$ cat src/rtl/regfile_writeback.sv
`default_nettype none
// ============================================================================
// Module   : regfile_writeback
// Brief    : Register-file write-port controller: post-reset init sweep of
//            x1..x31, buffered writeback FIFO, RV32I load extension, x0 drop.
// Revision : 1.0
// ============================================================================
module regfile_writeback #(
    parameter int          DEPTH      = 2,
    parameter logic [31:0] INIT_VALUE = 32'h0000_0000,
    parameter bit          SKIP_INIT  = 1'b0
) (
    input  logic        CLK,
    input  logic        RST_N,
    input  logic        IN_VALID,
    output logic        IN_READY,
    input  logic [4:0]  IN_RD,
    input  logic [31:0] IN_DATA,
    input  logic        IN_IS_LOAD,
    input  logic [2:0]  IN_FUNCT3,
    input  logic [1:0]  IN_ADDR_LO,
    input  logic        HOLD,
    output logic [4:0]  A3,
    output logic [31:0] WD3,
    output logic        EN,
    output logic        INIT_DONE,
    output logic        FWD_VALID,
    output logic [4:0]  FWD_RD,
    output logic [31:0] FWD_DATA
);

    localparam int               PTR_W   = $clog2(DEPTH);
    localparam int               CNT_W   = PTR_W + 1;
    localparam logic [CNT_W-1:0] DEPTH_C = CNT_W'(DEPTH);

    typedef enum logic [0:0] {
        ST_INIT = 1'b0,
        ST_RUN  = 1'b1
    } state_t;

    typedef struct packed {
        logic [4:0]  rd;
        logic [31:0] data;
        logic        is_load;
        logic [2:0]  funct3;
        logic [1:0]  addr_lo;
    } entry_t;

    state_t           state_q, state_d;
    logic [4:0]       cnt_q, cnt_d;
    logic             en_q, en_d;
    logic [4:0]       a3_q, a3_d;
    logic [31:0]      wd3_q, wd3_d;
    logic             init_done_q, init_done_d;
    logic [PTR_W-1:0] wr_ptr_q, wr_ptr_d;
    logic [PTR_W-1:0] rd_ptr_q, rd_ptr_d;
    logic [CNT_W-1:0] count_q, count_d;
    entry_t           mem_q [DEPTH];
    entry_t           head;
    entry_t           in_entry;
    logic             push;
    logic             pop;

    function automatic logic [31:0] load_ext(input entry_t e);
        logic [7:0]  b;
        logic [15:0] h;
        logic [31:0] r;
        b = 8'(e.data >> {e.addr_lo, 3'b000});
        h = 16'(e.data >> {e.addr_lo[1], 4'b0000});
        r = e.data;
        if (e.is_load) begin
            case (e.funct3)
                3'b000:  r = {{24{b[7]}}, b};
                3'b001:  r = {{16{h[15]}}, h};
                3'b100:  r = {24'h0, b};
                3'b101:  r = {16'h0, h};
                default: r = e.data;
            endcase
        end
        return r;
    endfunction

    // Ready depends only on registered state so upstream sees no comb path.
    assign IN_READY = init_done_q && (count_q < DEPTH_C);

    assign in_entry = '{rd: IN_RD, data: IN_DATA, is_load: IN_IS_LOAD,
                        funct3: IN_FUNCT3, addr_lo: IN_ADDR_LO};
    assign head     = mem_q[rd_ptr_q];
    assign push     = IN_VALID && IN_READY;
    assign pop      = (state_q == ST_RUN) && (count_q != '0) && !HOLD;

    always_comb begin
        state_d     = state_q;
        cnt_d       = cnt_q;
        en_d        = 1'b0;
        a3_d        = a3_q;
        wd3_d       = wd3_q;
        init_done_d = (state_q == ST_RUN);
        wr_ptr_d    = wr_ptr_q;
        rd_ptr_d    = rd_ptr_q;
        count_d     = count_q;

        case (state_q)
            ST_INIT: begin
                en_d  = 1'b1;
                a3_d  = cnt_q;
                wd3_d = INIT_VALUE;
                cnt_d = cnt_q + 5'd1;
                if (cnt_q == 5'd31) begin
                    state_d = ST_RUN;
                end
            end
            default: begin
                if (pop) begin
                    // x0 entries are consumed but never reach the write port.
                    en_d  = (head.rd != 5'd0);
                    a3_d  = head.rd;
                    wd3_d = load_ext(head);
                end
            end
        endcase

        if (push) begin
            wr_ptr_d = wr_ptr_q + 1'b1;
        end
        if (pop) begin
            rd_ptr_d = rd_ptr_q + 1'b1;
        end
        case ({push, pop})
            2'b10:   count_d = count_q + 1'b1;
            2'b01:   count_d = count_q - 1'b1;
            default: count_d = count_q;
        endcase
    end

    always_ff @(posedge CLK or negedge RST_N) begin
        if (!RST_N) begin
            state_q     <= SKIP_INIT ? ST_RUN : ST_INIT;
            cnt_q       <= 5'd1;
            en_q        <= 1'b0;
            a3_q        <= 5'd0;
            wd3_q       <= 32'd0;
            init_done_q <= 1'b0;
            wr_ptr_q    <= '0;
            rd_ptr_q    <= '0;
            count_q     <= '0;
        end else begin
            state_q     <= state_d;
            cnt_q       <= cnt_d;
            en_q        <= en_d;
            a3_q        <= a3_d;
            wd3_q       <= wd3_d;
            init_done_q <= init_done_d;
            wr_ptr_q    <= wr_ptr_d;
            rd_ptr_q    <= rd_ptr_d;
            count_q     <= count_d;
        end
    end

    // Storage needs no reset: occupancy is tracked by the reset pointers.
    always_ff @(posedge CLK) begin
        if (push) begin
            mem_q[wr_ptr_q] <= in_entry;
        end
    end

    assign EN        = en_q;
    assign A3        = a3_q;
    assign WD3       = wd3_q;
    assign INIT_DONE = init_done_q;
    assign FWD_VALID = en_q;
    assign FWD_RD    = a3_q;
    assign FWD_DATA  = wd3_q;

endmodule
`default_nettype wire

$ cat config.mk
export PLATFORM = sky130hd
export DESIGN_NAME = regfile_writeback
export DESIGN_NICKNAME = d
export VERILOG_FILES = /design/src/rtl/regfile_writeback.sv
export SDC_FILE = /design/constraint.sdc
export NUM_CORES = 1
export LEC_CHECK = 0
export ABC_CLOCK_PERIOD_IN_PS = 3040
export CAP_MARGIN = 20
export CORE_MARGIN = 1
export CORE_UTILIZATION = 48
export CTS_BUF_LIST = sky130_fd_sc_hd__clkbuf_8
export DETAILED_ROUTE_END_ITERATION = 12
export PLACE_DENSITY = 0.75
export SYNTH_ARGS = -nofsm -noshare
export SYNTH_HDL_FRONTEND = slang
export SYNTH_SLANG_ARGS = --single-unit
$ cat constraint.sdc
create_clock -name CLK -period 3.04 [get_ports CLK]
set_input_delay 0.912 -clock CLK [delete_from_list [all_inputs] [get_ports CLK]]
set_output_delay 0.912 -clock CLK [all_outputs]
set_load 0.01 [all_outputs]
# ---- After elaboration in Yosys (flattened, before gate mapping)
# Memory sizes are Yosys's and may differ from the RTL's.
# Cells that the tools add are included.
# W data, S select, Z words.
dict set report op_classes {
  addsub 5
  magnitude_cmp 1
  eq_ne 7
  shifts 2
  mux 13
  n_reduce_logical 9
}
# cell count
set op_table {}
lappend op_table {{$pmux W32 S4} 1}
lappend op_table {{$mux W32} 3}
lappend op_table {{$shr A32 B5 Y16} 1}
lappend op_table {{$shr A32 B5 Y8} 1}
lappend op_table {{$mux W5} 2}
lappend op_table {{$eq A3 B3 Y1 const B} 2}
lappend op_table {{$mux W1} 6}
lappend op_table {{$add A5 B1 Y5 const B} 1}
lappend op_table {{$eq A5 B5 Y1 const B} 1}
lappend op_table {{$reduce_bool A5 Y1} 1}
lappend op_table {{$logic_and A1 B1 Y1} 4}
lappend op_table {{$pmux W2 S2} 1}
lappend op_table {{$reduce_bool A2 Y1} 2}
lappend op_table {{$eq A3 B1 Y1 const B} 1}
lappend op_table {{$logic_not A3 Y1} 1}
lappend op_table {{$add A1 B1 Y1 const B} 2}
lappend op_table {{$add A2 B1 Y2 const B} 1}
lappend op_table {{$eq A2 B1 Y1 const B} 1}
lappend op_table {{$eq A2 B2 Y1 const B} 1}
lappend op_table {{$lt A2 B2 Y1 const B} 1}
lappend op_table {{$ne A2 B1 Y1 const B} 1}
lappend op_table {{$sub A2 B1 Y2 const B} 1}
lappend op_table {{$logic_not A1 Y1} 1}
dict set report word_totals {
  regBits 49
  mem_bits_rw 86
  inputBits 47
  out_inout_bits 78
  wordCells 47
  mem_count 1
}
# name words word_bits rd rd_ports_with_merged_regs wr line_no
set mem_list {}
lappend mem_list {mem_q 2 43 1 0 1 58} ;# entry_t mem_q [DEPTH];

# ---- Depth between registers and ports, before layout
# Gate-level depths: netlist of run 1.
# An unclocked memory read counts as a cell.
dict set report logic_depth {
  ltp_word 6
  mapped_depth 8
  ltp_nobuf 6
}

# ---- Worst setup path before layout of run 1
# No wires, ideal clock.
dict set report synth_timing {
  path_kind {input-to-reg}
  startpoint {in IN_VALID}
  endpoint {mem mem_q[0][0] (netlist name), enable pin}
  setup_time_ns 0.444
  arrival_ns 2.824
  t_required_ns 2.596
  setup_slack_ns -0.228
  stages 2
  cell_sequence {nand2_1 > nor2_1}
}
dict set report synth_via {
  elab_chain_len 3
}
# item line_no
set synth_lines {}
lappend synth_lines {{start: declaration} 15} ;# input logic IN_VALID,
lappend synth_lines {{$logic_and A1 B1 Y1} 89} ;# assign push = IN_VALID && IN_READY;
lappend synth_lines {{$mux W1} 162} ;# if (push) begin
lappend synth_lines {{$mux W1 (implied by the code)} 163} ;# mem_q[wr_ptr_q] <= in_entry;
lappend synth_lines {{end: declaration} 58}
# Every way passes these cells.

# ---- Worst setup path in the final report of run 1
dict set report layout_timing {
  startpoint {reg rd_ptr_q}
  endpoint {reg wd3_q[9] (netlist: FWD_DATA[9])}
}
dict set report layout_via {
  elab_chain_len 6
  elab_cells_between_ends 11
}
# item line_no
set layout_lines {}
lappend layout_lines {{start: declaration} 56} ;# logic [PTR_W-1:0] rd_ptr_q, rd_ptr_d;
lappend layout_lines {{start signal: assignment} 155} ;# rd_ptr_q <= rd_ptr_d;
lappend layout_lines {{$mem_v2 Z2 W43 (*)} -}
lappend layout_lines {{$shr A32 B5 Y16 (tied with other cells)} 69} ;# h = 16'(e.data >> {e.addr_lo[1], 4'b0000});
lappend layout_lines {{$pmux W32 S4} 72} ;# case (e.funct3)
lappend layout_lines {{$mux W32 (*)} 71} ;# if (e.is_load) begin
lappend layout_lines {{$mux W32 (*)} 114} ;# if (pop) begin
lappend layout_lines {{$mux W32 (*)} 103} ;# case (state_q)
lappend layout_lines {{end signal: assignment} 152} ;# wd3_q <= wd3_d;
lappend layout_lines {{end: declaration} 53} ;# logic [31:0] wd3_q, wd3_d;
# Mark *: on every way between the ends. The rest lies on a longest branch, timed or not. The select of a mux whose other input is x is not followed.
# A chain may end at the register's enable or synchronous reset.

==> key figures, run 1 <==
Routing
  • 1st-iter DRT viols: 384
  • ANT nets after route: 0
  • Drt total wl: 14,600 um
  • Via count: 4,383
  • Initial DRT Pass Iterations: 5
  • DR vias/cell: 5.85
  • Post-DR wirelength/cell: 19.5 um
  • # DRC: 0

Worst setup path
  • Worst setup EP type: flop
  • Worst-path maximum fanout: 19
  • Startpoint types: flop
  • Crit path cell chain: buf_4 -> or3b_1 -> and2_1 -> a221oi_2 -> a211oi_1
  • Critical-path top delay cell: a221oi_2
  • CP max stage delay: 0.59 ns
  • Worst EP required: about 3.3 ns
  • CP arrival: 2.83 ns
  • Critical setup path kind: flop to flop

STA
  • Fmax: 0.392 GHz
  • Fin crit share: 83.8%
  • Setup ws final: approximately 0.5 ns
  • Worst Skew: 0.00797 ns
  • RSZ-0062 raised after global routing: no
  • Setup Viol. Count Final: 0
  • Hold WS: 0.518 ns
  • Tightest Pin Transition: 0.864 ns
  • Final max-slew violation count: 0
  • Hold Fails Final Rpt: 0
  • Tmin final: approximately 2.5 ns
  • Total negative slack: 0 ns
  • Worst slew margin: 40.7%

Logic synthesis
  • Area contributors post-synth: edfxtp_1 41%, dfrtp_1 19%, mux2i_1 5.3%
  • Commonest cells in the synthesized netlist: 86 x edfxtp_1, 48 x dfrtp_1, 38 x buf_4, 36 x nand2_1, 33 x mux2i_1
  • Most frequent cell after synthesis: edfxtp_1
  • Synth warn: 0
  • Mapped Area: 0.00623 sq mm
  • Syn avg cell area: 13.2 sq um
  • Synthesized instance count: 471
  • Post-synthesis sequential area ratio: about three fifths
  • #FFs+latches synth: 135
  • Number of synthesized flops with an enable pin: 86
  • Synth area leader: edfxtp_1
  • Area share of the largest cell type after synthesis: 41.5%
  • Post-synthesis net count: between 500 and 600
  • Post-synth top flop: edfxtp_1
  • Count of different cell masters after synthesis: between 50 and 60
  • Ys async rst share: 36.3%

Hold path
  • Min-Delay Path Class: flop to flop

Clock network
  • Insertion delay to the later sink of the worst-skew pair: 0.44 ns
  • CTS tree: built
  • CTS max path bufs: 2
  • # resized after CTS: 0
  • Post-CTS setup buffers: 0
  • Clock sinks: 135
  • Total CTS buffers: 17
  • Cts hold-fix bufs: 0
  • CTS Root Cell: clkbuf_8
  • CTS clk-pin slew, worst paths: about 0.080 ns
  • H-tree Lvls: 4

Cells and area
  • Final Util: ~62%
  • Area delta synth->final: 26.5%
  • Post-route cell area: between 0.007 and 0.008 sq mm
  • Finished Layout Cells: 749
  • Share of layout cells above drive strength 1: 15.1%
  • Fill cell count: about 1,000
  • Fin nets: 614
  • N_diodes: 0

Floorplanning
  • # rows: 41
  • I/O pin cnt: about 130
  • Die Height: 116 um
  • Die Wd: 116 um
  • Die area: 0.0134 sq mm
  • Initial core utilization: 49.3%
  • Core area: approximately 0.013 sq mm

Placement
  • Hpwl dp: 9960 um
  • Placed instance area: between 0.007 and 0.008 sq mm
  • Placed insts: 717
  • IO Port Bufs: 124
  • GP Congestion: roughly 0.86
  • Pre-CTS setup slack: around 0.26 ns

Pwr
  • Leak pwr: 2.87 nW
  • Tot Pwr: 8.20 mW
  • PD cells: 1040 mW/mm^2
  • VDD IR max: 0.000482 V

GRT
  • First-pass GRT wire length: around 23,000 um
  • Grt total ovfl: 0
  • Pin count of the biggest net entering global routing: 50
  • Initial antenna violation count: 0
  • Vias in the first global route: 4,209
  • Total GRT Usage: 23.1%

Flow run
  • Max-Cap Viols: 0

Run status
  • Status: completed
-- metal layers --
metal,up-vias,GRT usage (%),routed length (um)
met4,0,9.57,252
met2,209,36.6,6980
li1,1972,-,-
met1,2179,31.4,6310
met5,-,0,0
met3,23,4.34,1080
-- path summary, 6_finish.rpt --
| kind | slack, ns | from | endpoint | cells after the start |
|---|---|---|---|---|
| hold / removal | 0.52 | cnt_q[0]$_DFFE_PN1N_ | cnt_q[0]$_DFFE_PN1N_ | 1 |
| min in group asynchronous | 0.58 | RST_N | FWD_DATA[26]$_DFFE_PN0P_ | 2 |
| hold reg to reg | 0.52 | cnt_q[0]$_DFFE_PN1N_ | cnt_q[0]$_DFFE_PN1N_ | 1 |
| setup / recovery | 0.49 | rd_ptr_q$_DFFE_PN0P_ | FWD_DATA[9]$_DFFE_PN0P_ | 5 |
| max in group asynchronous | 2.01 | RST_N | rd_ptr_q$_DFFE_PN0P_ | 2 |
| setup reg to reg | 0.49 | rd_ptr_q$_DFFE_PN0P_ | FWD_DATA[9]$_DFFE_PN0P_ | 5 |
-- area by class of cell --
| type | count | area (sq um) | area share, % |
|---|---|---|---|
| flip-flops and latches | 135 | 3810 | 48.4 |
| multi-input cells | 264 | 1980 | 25.2 |
| repair buffers | 140 | 1380 | 17.5 |
| clock buffers | 17 | 234 | 2.97 |
| clock inverters | 15 | 226 | 2.88 |
| well taps | 172 | 215 | 2.73 |
| inverters | 6 | 22.5 | 0.286 |
-- where the power goes --
group | internal [mW] | leakage, nW | switching, mW
logic | 1.79 | 1.27 | 1.82
clock network | 0.981 | 0.224 | 0.724
registers | 2.49 | 1.38 | 0.396
total | 5.26 | 2.87 | 2.94
-- cell families after synthesis --
family / count (synthesis) / synth area share [%]
simple gates: 85 / 6.69
flops: 135 / 61.2
mux: 48 / 8.18
fa+ha+maj: 3 / 0.603
compound gates: 120 / 15.1
xor+xnor: 8 / 1.13
buf+inv: 72 / 7.13
-- cell usage in the layout, fill, tap and decap left out, types with 2 or more instances in the layout --
cell,instances
clkdlybuf4s50_1,123
or3b_1,3
inv_1,5
or2_2,5
nor2_1,4
o221ai_1,2
a211oi_1,14
clkinv_4,4
buf_12,2
clkbuf_8,17
a21oi_1,4
o21ai_1,6
mux2i_1,33
nand2_1,36
o22ai_1,17
buf_4,14
nor3_1,5
clkinvlp_4,2
xnor2_1,6
mux2_2,11
xor2_1,2
ha_1,3
nand3b_1,2
nand4_1,2
edfxtp_1,86
nor2b_1,2
nand3_1,16
o211ai_1,13
a32oi_1,15
a2bb2oi_1,16
bufinv_16,5
o21ai_0,12
a211oi_2,10
dfrtp_1,47
a22oi_1,2
inv_6,2
mux2i_2,4
-- state kept, by name, summed over array words and instances, names as in the netlist --
register	count
A3	5
EN	1
FWD_DATA	32
INIT_DONE	1
cnt_q	5
count_q	2
init_done_d	1
mem_q	86
rd_ptr_q	1
wr_ptr_q	1
-- worst max-delay path: cells and delay by family (launching register included) --
| family | cells | cell delay (ns) |
|---|---|---|
| AOI/OAI and AO/OA | 2 | 0.77 |
| and+or+nand+nor | 2 | 0.84 |
| DFF | 1 | 0.51 |
| buffers and inverters | 1 | 0.26 |
(Power assumes the default switching activity.)
==> inputs of run 2 (changes only) <==
- ABC_CLOCK_PERIOD_IN_PS: 3040 -> 2200
- clock period: 3.04 -> 2.2 ns (I/O delays scaled with it)
==> key figures, run 2 (synthesis results as in run 1) <==
Floorplanning
  • Die area: 0.0134 sq mm
  • Die Wd: 116 um
  • # rows: 41
  • Initial core utilization: between 40% and 50%
  • I/O pin cnt: 125
  • Core area: 0.0126 sq mm
  • Die Height: 116 um

Cells and area
  • Fill cell count: 981
  • Area delta synth->final: 29.7%
  • Commonest cells after routing, fill and taps aside: 122 x clkdlybuf4s50_1, 86 x edfxtp_1, 47 x dfrtp_1, 36 x nand2_1, 33 x buf_4
  • N_diodes: 0
  • Final Util: 64.0%
  • Share of layout cells above drive strength 1: a little under a fifth
  • Commonest non-fill, non-tap cell in the layout: clkdlybuf4s50_1
  • Max reg flops: 86
  • Fin nets: ~640
  • Top reg by flops: mem_q

Pwr
  • Net Sw Power: 4.07 mW
  • Clock Power Share: 18.4%
  • Switching part of the total power: 35.8%
  • Leak pwr: ~3.0 nW
  • Internal: between 7 and 8 mW
  • PD cells: 1410 mW/mm^2
  • Combinational Power Share: 46.4%
  • Tot Pwr: 11.4 mW
  • VDD IR max: 0.000617 V
  • Flop pwr share: about a third

STA
  • Fmax: ~0.47 GHz
  • Worst slew margin: between 50 and 60%
  • Final max-slew violation count: 0
  • Worst Skew: 0.0120 ns
  • Tmin final: 2.13 ns
  • Hold Fails Final Rpt: 0
  • Hold WS: slightly above 0.2 ns
  • Setup Viol. Count Final: 0
  • Fin crit share: a little over nine tenths
  • Total negative slack: 0 ns
  • Tightest Pin Transition: 0.598 ns

GRT
  • Pin count of the biggest net entering global routing: 44
  • Total GRT Usage: 23.5%
  • Grt total ovfl: 0
  • Vias in the first global route: 4,508
  • First-pass GRT wire length: 23,100 um
  • Initial antenna violation count: 0

Routing
  • Post-DR wirelength/cell: 19.0 um
  • Via count: 4,481
  • 1st-iter DRT viols: 410
  • # DRC: 0
  • ANT nets after route: 0
  • Drt total wl: about 15,000 um
  • Initial DRT Pass Iterations: 5
  • DR vias/cell: 5.80

Placement
  • Hpwl dp: 10,200 um
  • GP Congestion: 0.940
  • IO Port Bufs: 124

Worst setup path
  • Critical-path top delay cell: clkdlybuf4s50_1
  • Cell family with the largest share of critical-path delay: buffers and inverters
  • Crit path cell chain: clkdlybuf4s50_1
  • CP arrival: 1.47 ns
  • Critical setup path kind: flop to primary output
  • Worst-path maximum fanout: 5
  • CP bufs+invs: 1
  • Worst EP required: 1.54 ns
  • CP startpoint: FWD_DATA[7]$_DFFE_PN0P_
  • Startpoint types: flop
  • CP max stage delay: 0.58 ns
  • Reg2reg start: rd_ptr_q$_DFFE_PN0P_
  • Worst setup EP type: primary output

Clock network
  • Clock sinks: 135
  • CTS max path bufs: 2
  • CTS clk-pin slew, worst paths: around 0.08 ns
  • CTS tree: built
  • H-tree Lvls: 4
  • Insertion delay to the later sink of the worst-skew pair: 0.43 ns
  • CTS Root Cell: clkbuf_8
  • Cts hold-fix bufs: 0
  • Total CTS buffers: 17

Flow run
  • Max-Cap Viols: 0

Run status
  • Status: completed

Hold path
  • Min-Delay Path Class: input pin to asynchronous set/reset pin
-- run 2: changes by cell type in the layout (fill, tap and decap cells not counted), moves of 2 or more --
cell       delta
bufinv_16     -2
mux2i_2       +2
inv_6         -2
buf_4        +19
clkinv_2      +2
buf_12        +5
clkinv_1      +2
mux2i_1       -2
-- run 2: layer usage --
metal	track usage (%)	wire [um]	vias to the layer above
li1	-	-	2024
met1	30.0	6130	2214
met2	38.1	7170	205
met3	4.50	964	38
met4	12.2	406	0
met5	0	0	-
-- run 2: path summary, 6_finish.rpt --
check	end	cells after the start	slack, ns
max in group asynchronous	cnt_q[0]$_DFFE_PN1N_	2	1.38
hold reg to reg	cnt_q[3]$_DFFE_PN0N_	1	0.50
setup / recovery	FWD_DATA[7]	1	0.07
min in group CLK	cnt_q[3]$_DFFE_PN0N_	1	0.50
hold / removal	FWD_DATA[19]$_DFFE_PN0P_	1	0.20
setup reg to reg	FWD_DATA[0]$_DFFE_PN0P_	5	0.08
-- run 2: per-stage QoR --
stage                     instance area [sq um]  instances  worst slack (ns)
after detailed placement                   7630        738           -0.0810
final                                      8080        773            0.0666
after floorplan                            6240        471             0.111
after global routing                       8080        773          -0.00156
after global placement                     7630        738            0.0346
after CTS                                  8040        770            0.0119
-- run 2: cell type report --
type,count,area (sq um),area share (%)
flip-flops and latches,135,3810,47.2
multi-input cells,264,2000,24.7
repair buffers,164,1620,20.1
clock buffers,18,248,3.07
well taps,172,215,2.66
clock inverters,14,158,1.95
inverters,6,22.5,0.279
-- run 2: power groups by stage --
stage / sequential, mW / clock [mW] / combinational (mW)
after floorplan: 4.00 / 0 / 3.16
after global placement: 4.00 / 0 / 5.03
after detailed placement: 4.05 / 0 / 5.21
after CTS: 4.01 / 2.13 / 5.22
after global routing: 4.09 / 2.24 / 5.67
final: 4.01 / 2.09 / 5.28
-- run 2: timing repair --
action,CTS,global route
setup buffers,0,3
pin swaps,0,0
endpoints found under the setup margin,1,29
gates resized for setup,2,4
==> inputs of run 3 (changes only) <==
- GPL_TIMING_DRIVEN: not set -> 0
==> key figures, run 3 (synthesis results as in run 1) <==
Routing
  • DR vias/cell: roughly 5.7
  • Via count: 4,687
  • Drt total wl: 15,900 um
  • 1st-iter DRT viols: about 410
  • Initial DRT Pass Iterations: 5
  • Post-DR wirelength/cell: a little under 20 um
  • ANT nets after route: 0
  • # DRC: 0

Worst setup path
  • CP arrival: between 2 and 3 ns
  • CP max stage delay: 0.42 ns
  • Startpoint types: input pin
  • Reg2reg start: rd_ptr_q$_DFFE_PN0P_
  • Critical setup path kind: input pin to flop
  • R2r endpoint: FWD_DATA[19]$_DFFE_PN0P_
  • Reg2reg setup slack: 0.04 ns
  • Critical-path top delay cell: clkdlybuf4s50_1
  • Worst r2r path cells: 7
  • CP startpoint: HOLD
  • Worst setup EP type: flop
  • Worst-path maximum fanout: 10
  • Worst EP required: 2.55 ns
  • Crit path cell chain: clkdlybuf4s50_1 -> o21ba_1 -> buf_2 -> clkbuf_1 -> o22ai_1 -> a211oi_2

Pwr
  • PD cells: around 1400 mW/mm^2
  • Tot Pwr: 12.5 mW
  • Leak pwr: 3.36 nW
  • VDD IR max: 0.000611 V

STA
  • Final max-slew violation count: 0
  • Hold Fails Final Rpt: 0
  • Fmax: 0.460 GHz
  • Worst slew margin: between 20% and 30%
  • Tmin final: 2.18 ns
  • Tightest Pin Transition: roughly 1.1 ns
  • Fin crit share: 98.9%
  • Setup Viol. Count Final: 0
  • Worst Skew: slightly below 0.01 ns
  • RSZ-0062 raised after global routing: yes
  • Total negative slack: 0 ns

Floorplanning
  • I/O pin cnt: 125
  • Die Height: 116 um
  • Initial core utilization: between 40% and 50%
  • Core area: 0.0126 sq mm
  • Die Wd: 116 um
  • Die area: about 0.013 sq mm
  • # rows: 41

Placement
  • IO Port Bufs: ~120
  • GP Congestion: 0.855
  • Hpwl dp: 10,900 um
  • Placed instance area: between 0.007 and 0.008 sq mm
  • Placed insts: 769

Cells and area
  • N_diodes: 0
  • Max reg flops: 86
  • Share of layout cells above drive strength 1: 27.8%
  • Post-route cell area: 0.00866 sq mm
  • Area delta synth->final: 39.1%
  • Commonest non-fill, non-tap cell in the layout: clkdlybuf4s50_1
  • Commonest cells after routing, fill and taps aside: 109 x clkdlybuf4s50_1, 86 x edfxtp_1, 66 x buf_4, 47 x dfrtp_1, 36 x nand2_1
  • Finished Layout Cells: between 800 and 900
  • Top reg by flops: mem_q
  • Fin nets: 691

GRT
  • Pin count of the biggest net entering global routing: 44
  • Total GRT Usage: 24.6%
  • Grt total ovfl: 0
  • Initial antenna violation count: 0
  • Vias in the first global route: 4,606
  • First-pass GRT wire length: 24,200 um

Clock network
  • CTS clk-pin slew, worst paths: approximately 0.08 ns
  • CTS tree: built
  • Insertion delay to the later sink of the worst-skew pair: between 0.4 and 0.5 ns
  • Total CTS buffers: 17
  • CTS max path bufs: 2
  • CTS Root Cell: clkbuf_8
  • Clock sinks: 135
  • H-tree Lvls: 4

Run status
  • Status: completed

Hold path
  • Min-Delay Path Class: input pin to asynchronous set/reset pin

Flow run
  • Max-Cap Viols: 0
## run 3: cell types whose count changed in the layout (fill, tap and decap cells not counted), sizes merged
cell | previous run | this run
clkdlybuf4s50 | 122 | 109
inv | 6 | 7
buf | 41 | 76
bufinv | 3 | 4
dlymetal6s2s | 0 | 13
clkinv | 9 | 5
clkbuf | 18 | 37
clkinvlp | 2 | 3
## run 3: power by group
group | switching (mW) | total (mW) | internal, mW
logic | 2.93 | 6.26 | 3.32
registers | 0.522 | 3.97 | 3.45
clock network | 0.947 | 2.23 | 1.29
## run 3: timing repair
action	4_1_cts	5_1_grt
pin swaps	1	3
buffers inserted	4	22
hold buffers	0	0
gates resized for setup	35	49
endpoints found under the setup margin	42	56
## run 3: per-stage QoR
step | hold WS, ns | utilization [%] | setup slack (ns)
2_1_floorplan | 0.352 | - | 0.111
3_3_place_gp | 0.363 | 61.0 | -0.938
3_5_place_dp | 0.367 | 61.2 | -0.889
4_1_cts | 0.142 | 66.1 | -0.00813
5_1_grt | 0.149 | 68.6 | -0.0433
6_report | 0.144 | 68.6 | 0.0248
## run 3: worst max-delay path, delay by kind of cell
kind | cells | cell delay [ns]
AOI/OAI and AO/OA | 3 | 0.72
buffers and inverters | 3 | 1.15
## run 3: how the worst max path moves through the flow
stage | to | slack (ns) | cells after the start
after floorplan | FWD_DATA[21]$_DFFE_PN0P_ | 0.11 | 7
after global placement | FWD_DATA[15]$_DFFE_PN0P_ | -0.94 | 1
after detailed placement | FWD_DATA[16]$_DFFE_PN0P_ | -0.89 | 7
after CTS | FWD_DATA[26]$_DFFE_PN0P_ | -0.008 | 8
after global routing | FWD_DATA[19]$_DFFE_PN0P_ | -0.04 | 7
final | FWD_DATA[26]$_DFFE_PN0P_ | 0.02 | 6
## run 3: metal layers
metal  routed length [um]  vias to the layer above  GRT usage [%]
li1                     -                     2130              -
met1                 6570                     2297           31.5
met2                 7800                      228           39.6
met3                 1180                       32           5.75
met4                  361                        0           11.5
met5                    0                        -              0
## run 3: cell type report
class | instances | area [sq um]
repair buffers | 152 | 1500
plain buffers | 65 | 459
well taps | 172 | 215
fillers | 906 | 3960
multi-input cells | 264 | 2210
clock inverters | 13 | 179
inverters | 6 | 22.5
flip-flops and latches | 135 | 3810
clock buffers | 19 | 262
